## config.mk

```make
export PLATFORM = sky130hd
export DESIGN_NAME = grid_line_select
export DESIGN_NICKNAME = d
export VERILOG_FILES = /design/src/rtl/grid_checker_pkg.sv /design/src/rtl/grid_line_select.sv
export SDC_FILE = /design/constraint.sdc
export NUM_CORES = 1
export LEC_CHECK = 0
export ABC_AREA = 1
export BUFFER_PORTS_ARGS = -buffer_cell sky130_fd_sc_hd__buf_2
export CORE_AREA = 8 8 45 47
export DETAILED_ROUTE_END_ITERATION = 16
export DIE_AREA = 0 0 53 55
export PLACE_DENSITY_LB_ADDON = 0.08
export SYNTH_ARGS = -nofsm -noshare
export SYNTH_HDL_FRONTEND = slang
export SYNTH_SLANG_ARGS = --single-unit
export TNS_END_PERCENT = 20
```

## constraint.sdc

```tcl
create_clock -name vclk -period 1.6
set_clock_uncertainty 0.15 [all_clocks]
set_input_delay 0.24 -clock vclk [all_inputs]
set_output_delay 0.24 -clock vclk [all_outputs]
set_load 0.02 [all_outputs]
```

## src/rtl/grid_checker_pkg.sv

```systemverilog
// rtl/grid_checker_pkg.sv - shared cell, line-code and state encodings for grid_checker
package grid_checker_pkg;

  localparam int CELL_W    = 2;
  localparam int NUM_CELLS = 9;
  localparam int NUM_LINES = 8;

  typedef logic [CELL_W-1:0] cell_t;

  localparam cell_t CELL_EMPTY   = 2'd0;
  localparam cell_t CELL_P1      = 2'd1;
  localparam cell_t CELL_P2      = 2'd2;
  localparam cell_t CELL_ILLEGAL = 2'd3;

  localparam logic [3:0] LINE_NONE    = 4'd0;
  localparam logic [3:0] LINE_ROW_A   = 4'd1;
  localparam logic [3:0] LINE_ROW_B   = 4'd2;
  localparam logic [3:0] LINE_ROW_C   = 4'd3;
  localparam logic [3:0] LINE_COL_1   = 4'd4;
  localparam logic [3:0] LINE_COL_2   = 4'd5;
  localparam logic [3:0] LINE_COL_3   = 4'd6;
  localparam logic [3:0] LINE_DIAG_DN = 4'd7;
  localparam logic [3:0] LINE_DIAG_UP = 4'd8;

  localparam logic [1:0] ST_IDLE = 2'd0;
  localparam logic [1:0] ST_SCAN = 2'd1;

  // Illegal cells (3) never win even when all three agree.
  function automatic logic line_match(input cell_t a, input cell_t b, input cell_t c);
    return (a == b) && (b == c) && ((a == CELL_P1) || (a == CELL_P2));
  endfunction

endpackage

```

## src/rtl/grid_line_select.sv

```systemverilog
// rtl/grid_line_select.sv - picks the three snapshot cells that make up line idx
// Cell k (A1..A3, B1..B3, C1..C3 = 0..8) sits at cells_i[2k+1:2k].
module grid_line_select
  import grid_checker_pkg::*;
(
  input  logic [2:0]                  idx_i,
  input  logic [NUM_CELLS*CELL_W-1:0] cells_i,
  output logic [CELL_W-1:0]           cell0_o,
  output logic [CELL_W-1:0]           cell1_o,
  output logic [CELL_W-1:0]           cell2_o
);

  int i0, i1, i2;

  always_comb begin
    i0 = 0;
    i1 = 1;
    i2 = 2;
    case (idx_i)
      3'd0: begin i0 = 0; i1 = 1; i2 = 2; end
      3'd1: begin i0 = 3; i1 = 4; i2 = 5; end
      3'd2: begin i0 = 6; i1 = 7; i2 = 8; end
      3'd3: begin i0 = 0; i1 = 3; i2 = 6; end
      3'd4: begin i0 = 1; i1 = 4; i2 = 7; end
      3'd5: begin i0 = 2; i1 = 5; i2 = 8; end
      3'd6: begin i0 = 0; i1 = 4; i2 = 8; end
      default: begin i0 = 2; i1 = 4; i2 = 6; end
    endcase
    cell0_o = cells_i[i0*CELL_W +: CELL_W];
    cell1_o = cells_i[i1*CELL_W +: CELL_W];
    cell2_o = cells_i[i2*CELL_W +: CELL_W];
  end

endmodule

```

[After elaboration in Yosys (flattened, before gate mapping)]
Index checks and enable logic that the tools add are counted.
Word-level totals
  memory bits (writable): 0
  bits of input ports: 21
  memory bits (read-only): 0
  bits in latches: 0
  output and inout bits: 6
  register bits after elaboration: 0
  memories: 0
Cells by class
  div/mod/pow operators: 0
  $lt $le $gt $ge: 0
  reductions and logical operators: 3
  multipliers: 0
  bitwise logic cells: 0
  eq/ne operators: 6
  shift operators: 3
  muxes and demuxes: 3
  add/sub/neg operators: 0
Operator list (number)
  $shiftx A18 B32 Y2: 3
  $pmux W3 S4: 2
  $pmux W4 S4: 1
  $eq A3 B3 Y1 const B: 3
  $eq A3 B2 Y1 const B: 2
  $reduce_or A3 Y1: 2
  $eq A3 B1 Y1 const B: 1
  $logic_not A3 Y1: 1

[Depth between registers and ports, before layout]
Gate-level depths: netlist (run 1).
  depth after elaboration: 4
  depth in mapped cells: 11

[Worst setup path before layout (run 1)]
Ideal clock, no wire load.
  path type: input port to output port
  start: input idx_i[2]
  end: output cell0_o[1]
  arrival time: 1171 ps
  required time: 1210 ps
  stages: 6
  path slack: 39 ps
  cells stage by stage: nand2_1 > buf_2 > inv_1 > a21oi_2 > nor2_1 > o22ai_1
Between the ends
  cells in the longest elaborated chain, start to end: 4
  elaborated cells on any way between the ends: 9
RTL lines
  start, declared: line grid_line_select.sv:6  | input logic [2:0] idx_i,
  $eq A3 B3 Y1, or another cell as far along: line grid_line_select.sv:19  | case (idx_i)
  $reduce_or A3 Y1 (no source line)
  $pmux W3 S4 *: line grid_line_select.sv:19
  $shiftx A18 B32 Y2 *: line grid_line_select.sv:29  | cell0_o = cells_i[i0*CELL_W +: CELL_W];
  end, declared: line grid_line_select.sv:8  | output logic [CELL_W-1:0] cell0_o,
Every way passes the cells marked *; elsewhere a longest branch is shown, timed or not.

[Worst setup path after layout (run 1)]
  start: input idx_i[0]
  end: output cell2_o[1]
Between the ends
  cells in the longest elaborated chain, start to end: 4
  elaborated cells on any way between the ends: 9
RTL lines
  $eq A3 B3 Y1 or $eq A3 B2 Y1 (tied branches): line grid_line_select.sv:19
  $reduce_or A3 Y1 (no source line)
  $pmux W4 S4 *: line grid_line_select.sv:19
  $shiftx A18 B32 Y2 *: line grid_line_select.sv:31  | cell2_o = cells_i[i2*CELL_W +: CELL_W];
  end, declared: line grid_line_select.sv:10  | output logic [CELL_W-1:0] cell2_o
Marks and branches as above.

==> results of run 1 <==
[worst paths after layout]
check                    from    endpoint  depth (start not counted)
setup / recovery     idx_i[0]  cell2_o[1]                         12
hold / removal    cells_i[17]  cell2_o[1]                          4
[Yosys cell counts]
| master | n | area, um2 |
|---|---|---|
| nand2_1 | 43 | 161 |
| nand3_1 | 20 | 100 |
| inv_1 | 14 | 52.6 |
| nand4_1 | 9 | 56.3 |
| inv_2 | 3 | 11.3 |
| nor2_1 | 3 | 11.3 |
| o21ai_0 | 2 | 10.0 |
| a21oi_1 | 1 | 5.00 |
| a21oi_2 | 1 | 8.76 |
| buf_2 | 1 | 5.00 |
| buf_6 | 1 | 11.3 |
| nand2_4 | 1 | 11.3 |
| nand3_4 | 1 | 17.5 |
| nor2_4 | 1 | 11.3 |
| o211ai_2 | 1 | 12.5 |
| o21a_1 | 1 | 7.51 |
| o21ai_1 | 1 | 5.00 |
| o22ai_1 | 1 | 6.26 |
| or2_2 | 1 | 6.26 |
[power breakdown]
part / leakage (nW) / switching [mW] / internal, mW
registers: 0 / 0 / 0
logic: 0.569 / 0.212 / 0.173
clock network: 0 / 0 / 0
total: 0.569 / 0.212 / 0.173
[logic make-up after synthesis]
kind of cell | count (synthesis)
AO/OA/AOI/OAI | 8
AND/OR/NAND/NOR | 79
buffers and inverters | 19
[routing by layer]
layer	share of wire [%]	routed length (um)	up-vias	GRT usage, %
met5	0	0	-	0
met3	7.2	173	10	1.34
met4	3.3	79	0	3.88
li1	-	-	442	-
met2	52	1230	51	32.8
met1	38	906	396	18.4
[what timing repair did]
action,CTS,global route
setup buffers,4,0
gates resized for setup,44,19
endpoints found under the setup margin,6,6
pin swaps,16,11
hold buffers,0,0
gates cloned,2,0
[final cells by class]
| type | count | area [um2] | area share [%] |
|---|---|---|---|
| Multi-Input combinational cell | 88 | 576 | 55.6 |
| Tap cell | 16 | 20.0 | 1.93 |
| Timing Repair Buffer | 44 | 352 | 33.9 |
| Inverter | 17 | 88.8 | 8.57 |
==> out/results.tsv, run 1 <==
stage	metric	value	unit
sta	RSZ-0062 raised after global routing	true	
run_status	violated checks	setup timing	
critical_path	Worst setup EP type	output pin	
place	global placement routability congestion	0.831	
critical_path	cell family with most CP delay	simple AND/OR/NAND/NOR gates	
logic_synthesis	compound-gate portion of the synthesized area	10.8	%
finish	FILL cells	106	
finish	most frequent cells in the layout	nand2_1 (38), buf_2 (20), buf_4 (13)	
finish	final instance area	1040	um2
power_and_ir_drop	post-route total power	0.384	mW
power_and_ir_drop	Leakage	0.569	nW
logic_synthesis	post-synthesis mux area share	0	%
floorplanning	die width	53	um
logic_synthesis	Syn Area/Cell	4.82	um2
logic_synthesis	largest family of logic cells by synthesized area	simple AND/OR/NAND/NOR gates	
power_and_ir_drop	peak supply drop	0.203	mV
critical_path	slowest stage delay, CP	0.13	ns
sta	pins over their slew limit	0	
global_routing	antenna violations before repair	0	
routing	post-route ant nets	0	
floorplanning	# rows	14	
critical_path	cell mode on critical path	nand2_1	
sta	worst-margin pin slew	0.238	ns
logic_synthesis	register area share after synthesis	0	%
routing	via count	899	
sta	Final Hold Vio Count	0	
sta	crit share post-route	104	%
critical_path	crit path buf inv count	4	
sta	hold_ws	0.649	ns
min_path	Hold Path Class	input port to output pin	
sta	final setup margin	-0.0578	ns
finish	commonest non-fill, non-tap cell in the layout	nand2_1	
routing	DRT iter0 DRCs	21	
routing	per-cell routed wire length	14.5	um
logic_synthesis	Yosys cell types	19	
finish	Layout area overhead	103	%
logic_synthesis	Synth warnings	0	
sta	fin crit period	1.66	ns
place	placed cell count	159	
floorplanning	Die ar.	2920	um2
floorplanning	area of the core	1380	um2
place	Buffers on Ports	27	
finish	antenna fix cells	0	
finish	register area	0	um2
critical_path	worst-path fanout max	5	
critical_path	Crit Path Category	input port to output pin	
finish	Seq cells	0	
critical_path	CP Cell Sequence	buf_12 -> inv_6 -> nand2_8 -> buf_6 -> nand4_1 -> nand3_2 -> nand2_2 -> nand2_1 -> nand2_1 -> nand2_1 -> nand2_1 -> buf_6	
routing	drc violations	0	
critical_path	CP arrival	1.27	ns
finish	Util after Layout	74.9	%
logic_synthesis	Adder-Cell Fraction of Synth Area	0	%
critical_path	Slowest cell on crit path	buf_6	
routing	Via-to-Cell Ratio	5.45	
finish	nets@finish	172	
logic_synthesis	simple-gate area share of the yosys netlist	73.5	%
global_routing	largest net degree at the start of global routing	9	
global_routing	first-pass GRT wire length	3900	um
power_and_ir_drop	pwr/cell area	371	nW/um2
logic_synthesis	xor and xnor fraction of the mapped netlist area	0	%
floorplanning	number of I/O pins	27	
logic_synthesis	syn_nets	127	
sta	Final Setup Violations	4	
run_status	status	complete, but fails checks	
sta	Max Freq	0.603	GHz
sta	Slew headroom	84.0	%
global_routing	vias in the first global route	915	
finish	Post-Layout Cell Count	165	
sta	Fin Setup TNS	-0.0878	ns
finish	layout cells sized above 1	51.0	%
run	max cap viols	0	
place	Placement Setup Slack	-0.227	ns
global_routing	total global-route track usage	16.6	%
floorplanning	Die Y	55	um
critical_path	WP data required	1.21	ns
finish	clkbuf count	0	
floorplanning	Initial Util	36.9	%
place	post-DP HPWL	1540	um
critical_path	startpoint types	input port	
logic_synthesis	Mapped Cells	106	
routing	drt first pass iters	4	
global_routing	GR Overflow Total	0	
place	dpl cell area	739	um2
routing	wirelength, routed	2390	um
logic_synthesis	synthesized area	510	um2
Power figures use the tool's default switching activity.
==> run 2: changes to the inputs <==
--- a/config.mk
+++ b/config.mk
@@ -10,6 +10,7 @@
 export CORE_AREA = 8 8 45 47
 export DETAILED_ROUTE_END_ITERATION = 16
 export DIE_AREA = 0 0 53 55
+export MAX_ROUTING_LAYER = met4
 export PLACE_DENSITY_LB_ADDON = 0.08
 export SYNTH_ARGS = -nofsm -noshare
 export SYNTH_HDL_FRONTEND = slang
==> run 2 against run 1 <==
Compared with the run above: the run still ends with setup timing left; setup slack gained 0.0025 ns; sequential share of layout area is the same; wire length is 0.21% lower; non-clock buffer count did not move; count of clock-buffer cells in the layout unchanged; flip-flop and latch count did not move; fmax up 0.15%; worst hold slack is the same; combinational power about the same; core utilization did not move; cell area is the same; critical path type unchanged; highest routed layer unchanged.
==> out/results.tsv, run 2 (synthesis gave the netlist of run 1 again) <==
stage	metric	value	unit
global_routing	gr busiest metal	met2	
sta	Max Freq	0.604	GHz
power_and_ir_drop	peak supply drop	0.203	mV
place	post-DP HPWL	1540	um
min_path	Hold Path Class	input port to output pin	
routing	per-cell routed wire length	14.5	um
routing	via count	913	
global_routing	met3 Use GR	0.802	%
critical_path	worst-path fanout max	5	
sta	fin crit period	1.66	ns
power_and_ir_drop	P_int	0.173	mW
global_routing	GR Overflow Total	0	
sta	Final Hold Vio Count	0	
power_and_ir_drop	combinational fraction of design power	100.0	%
power_and_ir_drop	Switching Fraction	55.1	%
finish	FILL cells	106	
run_status	status	complete, but fails checks	
global_routing	first-pass GRT wire length	3900	um
sta	Fin Setup TNS	-0.0902	ns
finish	multi-input logic area	576	um2
place	Buffers on Ports	27	
global_routing	total global-route track usage	17.1	%
finish	commonest non-fill, non-tap cell in the layout	nand2_1	
run	max cap viols	0	
critical_path	cell mode on critical path	nand2_1	
routing	drt first pass iters	4	
critical_path	slowest stage delay, CP	0.13	ns
floorplanning	Die Y	55	um
global_routing	GR Util met1	18.7	%
min_path	hold depth	4	
finish	nets@finish	172	
critical_path	CP startpoint	idx_i[0]	
finish	antenna fix cells	0	
floorplanning	die width	53	um
global_routing	GR Layer Usage met2	32.8	%
power_and_ir_drop	Leakage	0.569	nW
routing	post-route ant nets	0	
critical_path	Crit Path Category	input port to output pin	
routing	Via-to-Cell Ratio	5.53	
finish	clkbuf count	0	
power_and_ir_drop	pwr/cell area	371	nW/um2
critical_path	CP Cell Sequence	buf_12 -> inv_6 -> nand2_8 -> buf_6 -> nand4_1 -> nand3_2 -> nand2_2 -> nand2_1 -> nand2_1 -> nand2_1 -> nand2_1 -> buf_6	
critical_path	Slowest cell on crit path	buf_6	
power_and_ir_drop	Seq pwr share	0	%
sta	crit share post-route	103	%
floorplanning	Die ar.	2920	um2
sta	final setup margin	-0.0553	ns
sta	Slew headroom	84.0	%
run_status	violated checks	setup timing	
power_and_ir_drop	Net Sw Power	0.212	mW
min_path	min-delay src	cells_i[17]	
critical_path	startpoint types	input port	
floorplanning	Initial Util	36.9	%
floorplanning	# rows	14	
clock_network	CTS Hold Bufs	0	
routing	DRT iter0 DRCs	23	
critical_path	end point of the critical path	cell2_o[1]	
finish	layout cells sized above 1	51.0	%
finish	Seq cells	0	
power_and_ir_drop	Clock Power Share	0	%
sta	RSZ-0062 raised after global routing	true	
sta	Final Setup Violations	5	
finish	most frequent cells in the layout	nand2_1 (38), buf_2 (20), buf_4 (13)	
routing	drc violations	0	
finish	Layout area overhead	103	%
floorplanning	area of the core	1380	um2
sta	hold_ws	0.649	ns
floorplanning	number of I/O pins	27	
global_routing	vias in the first global route	915	
global_routing	largest net degree at the start of global routing	9	
global_routing	antenna violations before repair	0	
sta	worst-margin pin slew	0.238	ns
critical_path	CP arrival	1.27	ns
critical_path	Worst setup EP type	output pin	
critical_path	WP data required	1.21	ns
finish	register area	0	um2
routing	wirelength, routed	2390	um
power_and_ir_drop	post-route total power	0.384	mW
sta	pins over their slew limit	0	
place	global placement routability congestion	0.844	
-- run 2: cell counts in the layout (fill, tap and decap cells not counted) --
No cell type changed its count.
-- run 2: routing by layer --
layer / vias up / routed length [um]
li1: 443 / -
met1: 396 / 909
met2: 58 / 1190
met3: 16 / 169
met4: 0 / 117
met5: - / 0
-- run 2: cell type report --
cell class | count | share of cell area (%)
multi-input cells | 88 | 55.6
inverters | 17 | 8.57
well taps | 16 | 1.93
repair buffers | 44 | 33.9
-- run 2: stage by stage --
step / util (%) / std cells / cell area [um2] / setup WS, ns
after detailed placement: 53.4 / 159 / 739 / -0.227
final: 74.9 / 165 / 1040 / -0.0553
after global routing: 74.9 / 165 / 1040 / -0.103
after global placement: 53.4 / 159 / 739 / -0.142
after CTS: 69.7 / 165 / 965 / -0.0234
after floorplan: - / 106 / 510 / 0.0395
-- run 2: power groups by stage --
stage | sequential [mW] | clock (mW) | combinational [mW]
after detailed placement | 0 | 0 | 0.262
after global routing | 0 | 0 | 0.412
after global placement | 0 | 0 | 0.261
final | 0 | 0 | 0.384
after CTS | 0 | 0 | 0.350
after floorplan | 0 | 0 | 0.166
-- run 2: worst min path at each step --
stage	end	slack, ns
6_report	cell2_o[1]	0.65
2_1_floorplan	cell2_o[0]	0.52
4_1_cts	cell2_o[1]	0.65
5_1_grt	cell2_o[1]	0.69
3_3_place_gp	cell2_o[0]	0.67
3_5_place_dp	cell2_o[1]	0.68
-- run 2: critical path: cells and delay by family --
family / cells / cell delay, ns
AND/OR/NAND/NOR: 8 / 0.58
buffers and inverters: 4 / 0.43
-- run 2: what timing repair did --
action | 4_1_cts | 5_1_grt
gates cloned | 2 | 0
pin swaps | 16 | 11
gates resized for setup | 44 | 19
buffers inserted | 4 | 0
endpoints found under the setup margin | 6 | 6
